[src/rtl/dsp_simd_addsub_pipe.sv]
// Two-stage SIMD signed add/subtract pipeline with per-lane overflow flags and a saturating overflow-beat counter.
// Optional build macro DSP_SIMD_SAT_EN: when defined, overflowing lanes clamp; otherwise they wrap modulo 2^WIDTH.
module dsp_simd_addsub_pipe #(
    parameter int LANES = 2,
    parameter int WIDTH = 24
) (
    input  logic                   clk,
    input  logic                   aresetn,
    input  logic                   clken,
    input  logic                   dsp_reset,
    input  logic                   s_valid,
    output logic                   s_ready,
    input  logic [LANES*WIDTH-1:0] a,
    input  logic [LANES*WIDTH-1:0] b,
    input  logic [LANES-1:0]       sub,
    output logic                   m_valid,
    input  logic                   m_ready,
    output logic [LANES*WIDTH-1:0] res,
    output logic [LANES-1:0]       ovf,
    output logic [15:0]            ovf_count
);

    // Handshake: a beat moves across an interface on a rising clk edge where its
    // valid and ready are both high (and clken is high); a held valid beat keeps
    // its data stable until taken. S1 refills whenever S2 drains or S1 is empty.
    logic                   v1;
    logic [LANES*WIDTH-1:0] a1;
    logic [LANES*WIDTH-1:0] b1;
    logic [LANES-1:0]       sub1;

    logic                   s2_load;
    logic                   s1_load;
    logic [LANES*WIDTH-1:0] lane_res;
    logic [LANES-1:0]       lane_ovf;
    logic                   out_fire;

    assign s2_load  = clken & (~m_valid | m_ready);
    assign s1_load  = clken & (~v1 | s2_load);
    assign s_ready  = clken & ~dsp_reset & (~v1 | ~m_valid | m_ready);
    assign out_fire = clken & m_valid & m_ready;

    for (genvar i = 0; i < LANES; i++) begin : g_lane
        logic signed [WIDTH:0] opa;
        logic signed [WIDTH:0] opb;
        logic signed [WIDTH:0] exact;

        // One extra bit holds the exact result, so overflow shows as a top-two-bit mismatch.
        assign opa   = {a1[i*WIDTH+WIDTH-1], a1[i*WIDTH +: WIDTH]};
        assign opb   = {b1[i*WIDTH+WIDTH-1], b1[i*WIDTH +: WIDTH]};
        assign exact = sub1[i] ? (opa - opb) : (opa + opb);

        assign lane_ovf[i] = exact[WIDTH] ^ exact[WIDTH-1];

`ifdef DSP_SIMD_SAT_EN
        assign lane_res[i*WIDTH +: WIDTH] = !lane_ovf[i] ? exact[WIDTH-1:0] :
                                            exact[WIDTH] ? {1'b1, {(WIDTH-1){1'b0}}} :
                                                           {1'b0, {(WIDTH-1){1'b1}}};
`else
        assign lane_res[i*WIDTH +: WIDTH] = exact[WIDTH-1:0];
`endif
    end

    always_ff @(posedge clk or negedge aresetn) begin
        if (!aresetn) begin
            v1        <= 1'b0;
            a1        <= '0;
            b1        <= '0;
            sub1      <= '0;
            m_valid   <= 1'b0;
            res       <= '0;
            ovf       <= '0;
            ovf_count <= '0;
        end else if (dsp_reset) begin
            v1        <= 1'b0;
            a1        <= '0;
            b1        <= '0;
            sub1      <= '0;
            m_valid   <= 1'b0;
            res       <= '0;
            ovf       <= '0;
            ovf_count <= '0;
        end else begin
            if (s1_load) begin
                v1   <= s_valid;
                a1   <= a;
                b1   <= b;
                sub1 <= sub;
            end
            if (s2_load) begin
                m_valid <= v1;
                res     <= lane_res;
                ovf     <= lane_ovf;
            end
            if (out_fire && (|ovf) && (ovf_count != 16'hFFFF)) begin
                ovf_count <= ovf_count + 16'd1;
            end
        end
    end

endmodule

[config.mk]
export PLATFORM = sky130hd
export DESIGN_NAME = dsp_simd_addsub_pipe
export DESIGN_NICKNAME = d
export VERILOG_FILES = /design/src/rtl/dsp_simd_addsub_pipe.sv
export SDC_FILE = /design/constraint.sdc
export NUM_CORES = 1
export LEC_CHECK = 0
export BUFFER_PORTS_ARGS = -buffer_cell sky130_fd_sc_hd__buf_2
export CAP_MARGIN = 25
export CORE_UTILIZATION = 25
export CTS_CLUSTER_DIAMETER = 50
export CTS_CLUSTER_SIZE = 16
export DETAILED_ROUTE_END_ITERATION = 8
export SYNTH_ARGS = -nofsm -noshare
export SYNTH_HDL_FRONTEND = slang
export SYNTH_SLANG_ARGS = --single-unit
[constraint.sdc]
create_clock -name clk -period 4.88 [get_ports clk]
set_input_delay 0.488 -clock clk [delete_from_list [all_inputs] [get_ports clk]]
set_output_delay 0.488 -clock clk [all_outputs]
set_load 0.1 [all_outputs]
==> run summary <==
In this run the clock root is driven by a sky130_fd_sc_hd__clkbuf_16. The logs give 1093 for the total nets after synthesis and 0.45 ns for the source-to-sink clock delay at the later pin of the worst-skew pair. Timing would allow up to 0.236 GHz.

Gates resized during post-CTS repair numbered 0. The count of buffers added on input and output ports is 171. The synthesized design spends more area on one cell type than any other, namely sky130_fd_sc_hd__dfrtp_1. The first global-routing pass estimated 42.5 mm of wire. For this run, the number of standard cells in the final layout without fillers is 1577. Area share of the leading cell type in the synthesized netlist: 0.445. For the data arrival time of the critical path, the log shows 4.57 ns.

The final layout contains 1253 nets. The number of unique standard cell types used by synthesis is 66. Clock skew on the completed layout was measured at 0.0112 ns. The first detailed-routing pass took 5 iterations.

The tools report the internal power as 2.62 mW. The data required time of the critical path came out at 5.21 ns. The mean number of vias per cell was 4.84. The CTS buffer count was 17. The portion of the clock cycle consumed by the worst path in the final layout was 0.869. Number of synthesized flops with an enable pin: 0. The total number of clock tree sinks is 166. TritonCTS built the clock tree. The mean instance size in the synthesized netlist works out to 9.98 sq um.

The time the final worst path needs with I/O delays and setup came out at 4.24 ns. The analysis attributes to cell leakage a power of 5.34 nW. Number of standard cells after synthesis: 936. The transition at the pin with the smallest max-transition slack is 0.839 ns, and the met3 track utilization from global routing is 0.0294. Measured along the y axis, the die boundary spans 195 um. The power density over the cells came out at 384 mW/mm^2. The tightest min-delay check is of the input pin to asynchronous set/reset pin type. For this run, design rule violations remaining after detail routing come to 0. The ratio of cells with drive above 1 in the final layout was 0.206. The global routing stage identified its most utilized layer as met2. The tools report the area of the core as 0.0367 sq mm. The die is 195 um wide.

The number of hold-slack violations in the final timing report is 0, and the net load switching power is 1.73 mW. Count of antenna-violating nets left after detailed routing: 0. In this run the post-CTS setup repair buffer count came out at 0. The switching share of total power is 0.397. The number of hold buffers added after CTS was 0.

Routability-driven placement finished with a final weighted congestion of 0.840. The die covers 0.0381 sq mm. The post-synthesis sequential area ratio is 0.445.

Setup repair after global routing left no endpoint under its margin. Worst setup path category: flip-flop to flip-flop. sky130_fd_sc_hd__dfrtp_1 is the most common cell in the netlist. The most used flip-flop cell after synthesis is sky130_fd_sc_hd__dfrtp_1. Proportion of synthesized flip-flops having asynchronous set or reset: 1.00. The worst setup path is launched from a flip-flop. The commonest cells after synthesis are sky130_fd_sc_hd__dfrtp_1 (166), sky130_fd_sc_hd__a22o_1 (106), sky130_fd_sc_hd__nand2_1 (79). The estimated wirelength of the detail-placed design was 19.7 mm.

The worst setup path is captured at a flip-flop. The sequential group share of total power is 0.363. For the met2 track utilization from global routing, the log shows 0.211. The number of synthesized register bits is 166. The count of pins on the block boundary is 172, and the largest fanout on the critical path is 6.

The H-tree was split into 4 levels. The floorplan has 70 rows. The tools report the total via count in the routed design as 7625. The repair_antennas step left the layout with diodes totalling 0.

Cell area after synthesis: 0.00934 sq mm. Dividing the detail-routed wire length by the instance count gives 16.8 um. The number of antenna violations at the first check in global routing is 2.

The relative contribution of combinational cells to total power is 0.323, and the pin count of the biggest net entering global routing is 100. The global-route usage over all layers came out at 0.143. The area growth from synthesis to layout came out at 21.4%.

The fraction of met1 tracks used by global routing came out at 0.205. The number of DRC markers after the initial detailed-route iteration was 478. The clock input transition at the sequential cells of the worst setup and hold paths is 0.08 ns, and the count of maximum capacitance violations is 0. Counting tap cells, the placed design contains a total of 1545 instances. Cell depth of the worst flop-to-flop path: 16. By area the synthesized netlist is led by sky130_fd_sc_hd__dfrtp_1 (44%), sky130_fd_sc_hd__a22o_1 (9.9%), sky130_fd_sc_hd__ha_1 (6.8%). The run gives 0.254 as the initial core utilization.

The warning count from the yosys run was 0; the number of max-slew violations in the final report was 0. IR analysis of the VDD net gives a maximum drop of 0.178 mV. The run finished with clean final reports. The relative slew slack was 0.439; the setup total negative slack was 0 ns. Setup violations remaining at the end of the flow were counted as 0. In this run the deepest clock path goes through 2 buffers. The number of global-route vias before repair was 7445; the leftover overflow at the end of global routing was 0. The wire length after detailed routing is 26.4 mm. For the portion of total power attributed to the clock network, the log shows 0.314.
through the flow:
step                hold slack, ns  utilization  worst slack, ns  power, mW  cell area (sq um)
finish                      0.0847        0.309            0.637       4.35              11300
floorplan                    0.192            -             1.15       2.66               9340
global route                 0.146        0.309            0.276       4.58              11300
CTS                          0.119        0.309            0.640       4.41              11300
global placement             0.462        0.293            0.826       3.00              10800
detailed placement           0.466        0.293            0.655       3.02              10800
routing by layer:
| layer | vias up | part of all wire |
|---|---|---|
| met5 | - | 0.00049 |
| met4 | 2 | 0.021 |
| met3 | 27 | 0.039 |
| met2 | 167 | 0.44 |
| met1 | 3671 | 0.50 |
| li1 | 3758 | - |
worst paths after layout:
path / to / start / slack (ns)
setup / recovery: ovf[0]$_DFFE_PN0P_ / b1[0]$_DFFE_PN0P_ / 0.64
hold / removal: b1[19]$_DFFE_PN0P_ / aresetn / 0.08
setup reg to reg: ovf[0]$_DFFE_PN0P_ / b1[0]$_DFFE_PN0P_ / 0.64
hold reg to reg: res[30]$_DFFE_PN0P_ / res[30]$_DFFE_PN0P_ / 0.47
max in group asynchronous: b1[8]$_DFFE_PN0P_ / aresetn / 3.68
min in group clk: a1[38]$_DFFE_PN0P_ / a[38] / 0.26
cell usage in the layout, fill, tap and decap left out, types with 7 or more instances in the layout:
| cell | Yosys | routed |
|---|---|---|
| sky130_fd_sc_hd__a21o_1 | 13 | 13 |
| sky130_fd_sc_hd__a21oi_1 | 62 | 59 |
| sky130_fd_sc_hd__a22o_1 | 106 | 106 |
| sky130_fd_sc_hd__a31oi_1 | 12 | 12 |
| sky130_fd_sc_hd__buf_2 | 1 | 170 |
| sky130_fd_sc_hd__buf_4 | 0 | 7 |
| sky130_fd_sc_hd__clkbuf_16 | 0 | 17 |
| sky130_fd_sc_hd__dfrtp_1 | 166 | 166 |
| sky130_fd_sc_hd__ha_1 | 51 | 51 |
| sky130_fd_sc_hd__inv_1 | 29 | 29 |
| sky130_fd_sc_hd__nand2_1 | 79 | 79 |
| sky130_fd_sc_hd__nand2b_1 | 16 | 16 |
| sky130_fd_sc_hd__nand3_1 | 9 | 9 |
| sky130_fd_sc_hd__nand4_1 | 7 | 7 |
| sky130_fd_sc_hd__nor2_1 | 68 | 68 |
| sky130_fd_sc_hd__nor3_1 | 18 | 18 |
| sky130_fd_sc_hd__o21ai_0 | 64 | 64 |
| sky130_fd_sc_hd__o31ai_1 | 7 | 7 |
| sky130_fd_sc_hd__xnor2_1 | 66 | 66 |
| sky130_fd_sc_hd__xor2_1 | 34 | 34 |
sequential cells by signal, summed over array words and instances (netlist names):
| name | cells |
|---|---|
| sub1 | 2 |
| ovf_count | 16 |
| b1 | 48 |
| ovf | 2 |
| a1 | 48 |
| res | 48 |
| m_valid | 1 |
| v1 | 1 |
worst max-delay path, cell delays in order, from the launching register on:
cell	delay, ns
sky130_fd_sc_hd__dfrtp_1	0.41
sky130_fd_sc_hd__inv_1	0.07
sky130_fd_sc_hd__ha_1	0.18
sky130_fd_sc_hd__or4b_4	0.49
sky130_fd_sc_hd__nor4_4	0.31
sky130_fd_sc_hd__nand3_1	0.17
sky130_fd_sc_hd__nor3_1	0.32
sky130_fd_sc_hd__a21oi_1	0.15
sky130_fd_sc_hd__xnor2_1	0.26
sky130_fd_sc_hd__ha_1	0.32
sky130_fd_sc_hd__a21o_1	0.20
sky130_fd_sc_hd__a21oi_1	0.26
sky130_fd_sc_hd__o21ai_0	0.13
sky130_fd_sc_hd__a21oi_1	0.26
sky130_fd_sc_hd__o311a_1	0.24
sky130_fd_sc_hd__nand4_1	0.10
sky130_fd_sc_hd__a32o_1	0.28
logic make-up (layout without fill, tap and decap cells):
kind of cell             count (synthesis)  after routing  share of synthesized area
AND/OR/NAND/NOR                        231            231                      0.121
adder cells (fa/ha/maj)                 53             53                     0.0726
buffers and inverters                   68            241                     0.0275
flip-flops                             166            166                      0.445
AO/OA/AOI/OAI                          316            316                      0.238
XOR/XNOR                               100            100                     0.0938
multiplexers                             2              2                    0.00241
power by group through the flow:
stage,registers (mW),clock network [mW],logic (mW)
after floorplan,2.00,0,0.654
after global placement,1.61,0,1.40
after detailed placement,1.61,0,1.41
after CTS,1.58,1.41,1.42
after global routing,1.59,1.46,1.52
final,1.58,1.37,1.41
cell type report:
type | count | area, sq um
clock buffer | 18 | 429
clock inverter | 14 | 140
fill | 3795 | 25400
inverter | 29 | 109
multi-input combinational | 702 | 4960
sequential | 166 | 4150
tap | 468 | 586
timing repair buffer | 180 | 955
Power figures use the tool's default switching activity.
